==> config.mk <==
export PLATFORM = sky130hd
export DESIGN_NAME = alu_bitserial
export DESIGN_NICKNAME = d
export VERILOG_FILES = /design/src/rtl/alu_pkg.sv /design/src/rtl/alu_slice.sv /design/src/rtl/alu_bitserial.sv
export SDC_FILE = /design/constraint.sdc
export NUM_CORES = 1
export LEC_CHECK = 0
export CORE_MARGIN = 1.5
export CORE_UTILIZATION = 51
export DETAILED_ROUTE_END_ITERATION = 10
export PLACE_DENSITY_LB_ADDON = 0.1
export SYNTH_ARGS = -nofsm -noshare
export SYNTH_HDL_FRONTEND = slang
export SYNTH_HIERARCHICAL = 1
export SYNTH_SLANG_ARGS = --single-unit
==> constraint.sdc <==
create_clock -name clk -period 2.5 [get_ports clk]
set_input_delay 0.5 -clock clk [delete_from_list [all_inputs] [get_ports clk]]
set_output_delay 0.5 -clock clk [all_outputs]
set_load 0.01 [all_outputs]
==> src/rtl/alu_pkg.sv <==
// Shared definitions for the bit-serial ALU: opcode values, FSM state
// encoding and a small opcode classification helper.
package alu_pkg;

    localparam logic [2:0] OP_NOT = 3'b000;
    localparam logic [2:0] OP_AND = 3'b001;
    localparam logic [2:0] OP_XOR = 3'b010;
    localparam logic [2:0] OP_ADD = 3'b011;
    localparam logic [2:0] OP_SUB = 3'b100;

    typedef enum logic [1:0] {
        ST_IDLE = 2'd0,
        ST_BUSY = 2'd1,
        ST_DONE = 2'd2
    } state_t;

    // ADD and SUB are the only operations that propagate a carry
    function automatic logic is_arith(input logic [2:0] op);
        return (op == OP_ADD) || (op == OP_SUB);
    endfunction

endpackage

==> src/rtl/alu_slice.sv <==
// Combinational 1-bit ALU slice. SUB is computed as a + ~b + cin, so the
// caller seeds cin with 1 for the first bit of a subtraction. Logic and
// reserved opcodes never generate a carry.
module alu_slice
    import alu_pkg::*;
(
    input  logic       a,
    input  logic       b,
    input  logic       cin,
    input  logic [2:0] opcode,
    output logic       res_bit,
    output logic       cout
);

    logic b_eff;

    assign b_eff = (opcode == OP_SUB) ? ~b : b;

    // Per-bit operation select; defaults cover the reserved opcodes
    always_comb begin
        res_bit = 1'b0;
        cout    = 1'b0;
        case (opcode)
            OP_NOT: res_bit = ~a;
            OP_AND: res_bit = a & b;
            OP_XOR: res_bit = a ^ b;
            OP_ADD, OP_SUB: begin
                res_bit = a ^ b_eff ^ cin;
                cout    = (a & b_eff) | (a & cin) | (b_eff & cin);
            end
            default: ;
        endcase
    end

endmodule

==> src/rtl/alu_bitserial.sv <==
// Bit-serial ALU: WIDTH-bit operands processed LSB-first through one
// alu_slice with a registered carry. Operands and results move over
// valid/ready handshakes; the result appears WIDTH edges after acceptance.
// Optional macro ALU_BITSERIAL_FLAGS_EN enables zero_flag and ovf_flag;
// without it both ports are tied low.
module alu_bitserial
    import alu_pkg::*;
#(
    parameter  int WIDTH = 8,
    localparam int CNT_W = $clog2(WIDTH)
) (
    input  logic             clk,
    input  logic             rst_n,
    input  logic             in_valid,
    output logic             in_ready,
    input  logic [WIDTH-1:0] a_in,
    input  logic [WIDTH-1:0] b_in,
    input  logic [2:0]       opcode,
    output logic             out_valid,
    input  logic             out_ready,
    output logic [WIDTH-1:0] result,
    output logic             carry_out,
    output logic             busy,
    output logic             zero_flag,
    output logic             ovf_flag
);

    state_t           state, next_state;
    logic [WIDTH-1:0] a_sh, b_sh, res_sh, result_r;
    logic [2:0]       op_r;
    logic             carry_r, carry_out_r;
    logic [CNT_W-1:0] cnt;
    logic             slice_bit, slice_cout;
    logic             last_step;
    logic [WIDTH-1:0] res_next;

    alu_slice u_slice (
        .a       (a_sh[0]),
        .b       (b_sh[0]),
        .cin     (carry_r),
        .opcode  (op_r),
        .res_bit (slice_bit),
        .cout    (slice_cout)
    );

    assign res_next  = {slice_bit, res_sh[WIDTH-1:1]};
    assign last_step = (cnt == CNT_W'(WIDTH - 1));

    // State register
    always_ff @(posedge clk or negedge rst_n) begin
        if (!rst_n) state <= ST_IDLE;
        else        state <= next_state;
    end

    // Next-state logic and handshake outputs
    always_comb begin
        next_state = state;
        in_ready   = 1'b0;
        out_valid  = 1'b0;
        busy       = 1'b0;
        case (state)
            ST_IDLE: begin
                in_ready = 1'b1;
                if (in_valid) next_state = ST_BUSY;
            end
            ST_BUSY: begin
                busy = 1'b1;
                if (last_step) next_state = ST_DONE;
            end
            ST_DONE: begin
                busy      = 1'b1;
                out_valid = 1'b1;
                if (out_ready) next_state = ST_IDLE;
            end
            default: next_state = ST_IDLE;
        endcase
    end

    // Operand latch, serial shifting and result capture on the MSB step
    always_ff @(posedge clk or negedge rst_n) begin
        if (!rst_n) begin
            a_sh        <= '0;
            b_sh        <= '0;
            res_sh      <= '0;
            op_r        <= OP_NOT;
            carry_r     <= 1'b0;
            cnt         <= '0;
            result_r    <= '0;
            carry_out_r <= 1'b0;
        end else begin
            case (state)
                ST_IDLE: begin
                    if (in_valid) begin
                        a_sh    <= a_in;
                        b_sh    <= b_in;
                        op_r    <= opcode;
                        carry_r <= (opcode == OP_SUB);
                        cnt     <= '0;
                    end
                end
                ST_BUSY: begin
                    a_sh   <= a_sh >> 1;
                    b_sh   <= b_sh >> 1;
                    res_sh <= res_next;
                    if (is_arith(op_r)) carry_r <= slice_cout;
                    if (last_step) begin
                        result_r    <= res_next;
                        carry_out_r <= slice_cout;
                    end else begin
                        cnt <= cnt + 1'b1;
                    end
                end
                default: ;
            endcase
        end
    end

    assign result    = result_r;
    assign carry_out = carry_out_r;

`ifdef ALU_BITSERIAL_FLAGS_EN
    logic zero_r, ovf_r;

    // Flag capture on the MSB step; carry_r still holds the MSB carry-in here
    always_ff @(posedge clk or negedge rst_n) begin
        if (!rst_n) begin
            zero_r <= 1'b0;
            ovf_r  <= 1'b0;
        end else if (state == ST_BUSY && last_step) begin
            zero_r <= (res_next == '0);
            ovf_r  <= is_arith(op_r) & (carry_r ^ slice_cout);
        end
    end

    assign zero_flag = zero_r;
    assign ovf_flag  = ovf_r;
`else
    assign zero_flag = 1'b0;
    assign ovf_flag  = 1'b0;
`endif

endmodule

### Word-level counts from Yosys, hierarchy flattened

Cells that the tools add are included.

| cells by class | value |
|---|---|
| $add $sub $neg | 1 |
| eq/ne operators | 13 |
| multiplexer cells | 20 |
| bitwise logic cells | 11 |
| reduce and logical (&&, ||, !) cells | 12 |

Operators with widths:

| cell | number |
|---|---|
| $pmux 8 s2 | 2 |
| $mux 8 | 2 |
| $ne 2x2->1 const B | 5 |
| $eq 3x3->1 const B | 3 |
| $reduce_and 3->1 | 3 |
| $mux 1 | 7 |
| $eq 3x2->1 const B | 2 |
| $mux 2 | 3 |
| $mux 3 | 2 |
| $pmux 2 s3 | 1 |
| $pmux 3 s2 | 1 |
| $reduce_and 2->1 | 3 |
| $and 1x1->1 | 4 |
| $pmux 1 s4 | 1 |
| $reduce_or 2->1 | 2 |
| $add 3x1->3 const B | 1 |
| $eq 3x1->1 const B | 1 |
| $logic_not 3->1 | 1 |
| $xor 1x1->1 | 3 |
| $eq 2x1->1 const B | 1 |
| $eq 2x2->1 const B | 1 |
| $logic_not 2->1 | 1 |
| $not 1->1 | 2 |
| $or 1x1->1 | 2 |
| 3 further kinds | 3 |

| storage, ports and cells | value |
|---|---|
| register bits after elaboration | 42 |
| input bits | 23 |
| output and inout port bits | 14 |

### Longest topological paths before layout

| logic depth | value |
|---|---|
| word-level depth | 8 |
| depth in mapped cells | 8 |

### Modules after synthesis

Netlist, hierarchy kept.

Modules (own cells, without submodules):

| module | times used | cells each | area each (um^2) | sequential area each (um^2) |
|---|---|---|---|---|
| alu_bitserial | 1 | 157 | 1,858.0 | 1,026.0 |
| alu_slice | 1 | 13 | 111.4 | 0.0 |

### Worst setup path before layout

No wires, ideal clock.

| timing | value |
|---|---|
| path kind | register to register |
| start | reg op_r[1] |
| end | reg res_sh[7] |
| library setup time | 0.064 ns |
| arrival time | 1.981 ns |
| required time | 2.436 ns |
| slack | 0.454 ns |
| stages on the path, launching flop included | 8 |
| buffers on the path | 0 |
| period minus slack after synthesis | 2.046 ns |
| cell sequence | dfrtp_1 > nor2_1 > nand2_1 > xor2_1 > fa_1 > mux4_2 > o22ai_2 > mux2_2 |

| between the ends | value |
|---|---|
| cells in the longest elaborated chain, start to end | 5 |
| elaborated cells on any way between the ends | 10 |
| classes of those cells | eq/ne (4); mux (2); bitwise (2); reduce/logical (2) |

RTL lines:

| element | RTL line | text |
|---|---|---|
| start: declaration | alu_bitserial.sv:30 | `logic [2:0] op_r;` |
| start signal: assignment | alu_bitserial.sv:96 | `op_r <= opcode;` |
| $eq 3x3->1 | alu_slice.sv:17, alu_slice.sv:23 |  |
| $mux 1 | alu_slice.sv:17 | `assign b_eff = (opcode == OP_SUB) ? ~b : b;` |
| $xor 1x1->1 (2 in a row) | alu_slice.sv:28 | `res_bit = a ^ b_eff ^ cin;` |
| $pmux 1 s4 * | alu_slice.sv:23 | `case (opcode)` |
| named net slice_bit | alu_bitserial.sv:33 | `logic slice_bit, slice_cout;` |
| end signal: assignment | alu_bitserial.sv:104 | `res_sh <= res_next;` |
| end: declaration | alu_bitserial.sv:29 | `logic [WIDTH-1:0] a_sh, b_sh, res_sh, result_r;` |

The timed path passes the listed nets; every way through them passes the cells marked *.
A chain may end at the register's enable or synchronous reset.

### Worst setup path after layout

| timing | value |
|---|---|
| start | reg state[1] |
| end | out in_ready |

| between the ends | value |
|---|---|
| cells in the longest elaborated chain, start to end | 2 |

RTL lines:

| element | RTL line | text |
|---|---|---|
| start: declaration | alu_bitserial.sv:28 | `state_t state, next_state;` |
| start signal: assignment | alu_bitserial.sv:52 | `else state <= next_state;` |
| $logic_not 2->1 | alu_bitserial.sv:61 | `case (state)` |
| $mux 1 | alu_bitserial.sv:61 |  |
| end: declaration | alu_bitserial.sv:15 | `output logic in_ready,` |

Every way passes these cells.

==> metrics.txt <==
outcome complete, no violations; Mapped Avg Cell Area 11.6 sq um; # rows 22; max_cap viols 0; Area contributors post-synth dfrtp_1, mux2_2, mux2i_1; Initial DRC Count 65; placeable core area 3690 sq um; final instance area 2470 sq um; Power, Total 2.84 mW; number of synthesized flops with an enable pin 0; Placement Cell Area 2340 sq um; pin count of the biggest net entering global routing 42; GRT Resource Usage Total 0.186; initial antenna violation count 0; DR pass1 iterations 4; Layout Cells excl Fill 254; Worst-path clk slew 0.08 ns; clock skew 0.00366 ns; proportion of layout cells with a drive suffix above 1 0.170; fmax 443 MHz; Placement Setup Slack 0.353 ns; count leader, synth dfrtp_1; Mapped Area 1970 sq um; # DRC 0; Sum Neg Setup Slack 0 ns; Overflow after GRT 0; die width 65.1 um; final WL 3430 um; # Post-CTS Setup Buffers 0; CP Class register to output pin; area growth from synthesis to layout 25.5%; crit path launch state[1]$_DFFE_PN0P_; vias 1321; Cell Chain, Critical Path inv_1 -> ha_1 -> clkdlybuf4s50_1; clock tree buffer depth 2; Worst-Skew Late Latency 0.29 ns; H-tree depth 2; final HPWL from detailed placement 2470 um; Starting Density 0.534; setup ws final 0.241 ns; # setup viols final 0; Top-Level Pins 37; Post-Syn Instances 170; Routed WL per cell 13.5 um; peak per-stage delay on the critical path 0.60 ns; ys async rst share 1.00; CP Max Fanout 8; worst path required time 2.00 ns; Lkg Pwr 1.13 nW; Root Driver clkbuf_8; CTS buffer count 5; Die Y 65.1 um; nets 236; top cell type's share of synthesized area 0.521; reg2reg start op_r[1]$_DFFE_PN0P_; Final Critical Period 2.26 ns; Die ar. 4240 sq um; Port Buffer Count 34; Vias/cell 5.20; Worst path slowest cell clkdlybuf4s50_1; hold violation count in the final report 0; CTS tree built; final cycle utilization of the critical path 0.904; routability cong. 0.833; Synth Register Bits 41; cts hold-fix bufs 0; hold crit path type primary input to asynchronous set/reset pin; yosys warns 6; unrepaired setup endpoints after global routing no; Slew HR 0.292; placed cell count 246; largest area contributor in the netlist dfrtp_1; crit end category output pin; PwrDens 1150 nW/um^2; Clock Sinks 41; Critical Path Source Type register; post-cts resize count 0; Netlist cell types 30; Synth top cells by count dfrtp_1, nand2_1, mux2_2; Tightest Pin Transition 1.06 ns; first-pass GRT wire length 5990 um; Crit path buffers/inverters 2; maximum vdd drop 710 uV; worst path arrival time 1.76 ns; critical path's top delay family buffers and inverters; vias in the first global route 1348; max-slew violations 0; ant diodes 0; DRT antenna net count 0; top_reg_cell synth dfrtp_1; Seq/Total Area, Yosys 0.521
[per-layer routing]
metal,vias to the layer above,GRT usage,wire length [um]
li1,653,-,-
met1,642,0.238,1610
met2,24,0.307,1680
met3,2,0.0514,122
met4,0,0.0625,23
met5,-,0,0
[per-stage QoR]
step / utilization / hold WS, ns
final: 0.670 / 0.327
after global routing: 0.670 / 0.392
after CTS: 0.670 / 0.368
after detailed placement: 0.634 / 0.471
after global placement: 0.634 / 0.461
after floorplan: - / 0.204
[power breakdown]
group / switching, mW / internal [mW]
registers: 0.171 / 0.911
clock network: 0.222 / 0.396
logic: 0.574 / 0.570
[flip-flops by register name, indices dropped and copies added, names as in the netlist]
name and cells:
state 2, result 8, res_sh 7, carry_r 1, b_sh 8, op_r 3, a_sh 8, cnt 3
carry_out 1
[kinds of logic (layout without fill, tap and decap cells)]
family,after synthesis,in the layout,synth area share
AND/OR/NAND/NOR,34,34,0.0769
multiplexers,35,35,0.197
XOR/XNOR,1,1,0.00445
adder cells (fa/ha/maj),8,8,0.0546
flip-flops,41,41,0.521
other,1,2,0.00190
AO/OA/AOI/OAI,32,32,0.102
buffers and inverters,18,53,0.0426
[worst reg2reg max path, stage by stage, from the launching register on]
cell and delay [ns]:
dfrtp_1 0.44, nor2_1 0.12, nand2_1 0.11, xor2_1 0.17, fa_1 0.47, mux4_2 0.50, o22ai_2 0.13, mux2_2 0.16
[cell usage in the layout (no fill, tap or decap), drive strengths merged, types with 2 or more instances in the layout]
cell type / n
bufinv: 2
ha: 7
mux2: 20
clkbuf: 5
mux2i: 14
nand2: 25
conb: 2
buf: 3
nor2: 2
clkdlybuf4s50: 33
nand2b: 2
inv: 9
dfrtp: 41
o21ai: 22
a22o: 4
[path summary, 6_finish.rpt]
kind | to | slack, ns | cells after the start
max in group asynchronous | res_sh[5]$_DFFE_PN0N_ | 1.62 | 1
worst min-delay path | result[7]$_DFFE_PN0P_ | 0.33 | 1
min in group clk | b_sh[6]$_DFFE_PN0P_ | 0.49 | 2
worst max register to register | res_sh[7]$_DFFE_PN0N_ | 0.34 | 7
worst max-delay path | in_ready | 0.24 | 3
worst min register to register | b_sh[6]$_DFFE_PN0P_ | 0.49 | 2
[area by class of cell]
cell class	count	area, sq um
fill	306	1220
sequential	41	1030
multi-input combinational	112	867
timing repair buffer	36	350
clock buffer	5	68.8
clock inverter	3	65.1
tap	48	60.1
inverter	9	33.8
Power figures use the tool's default switching activity.
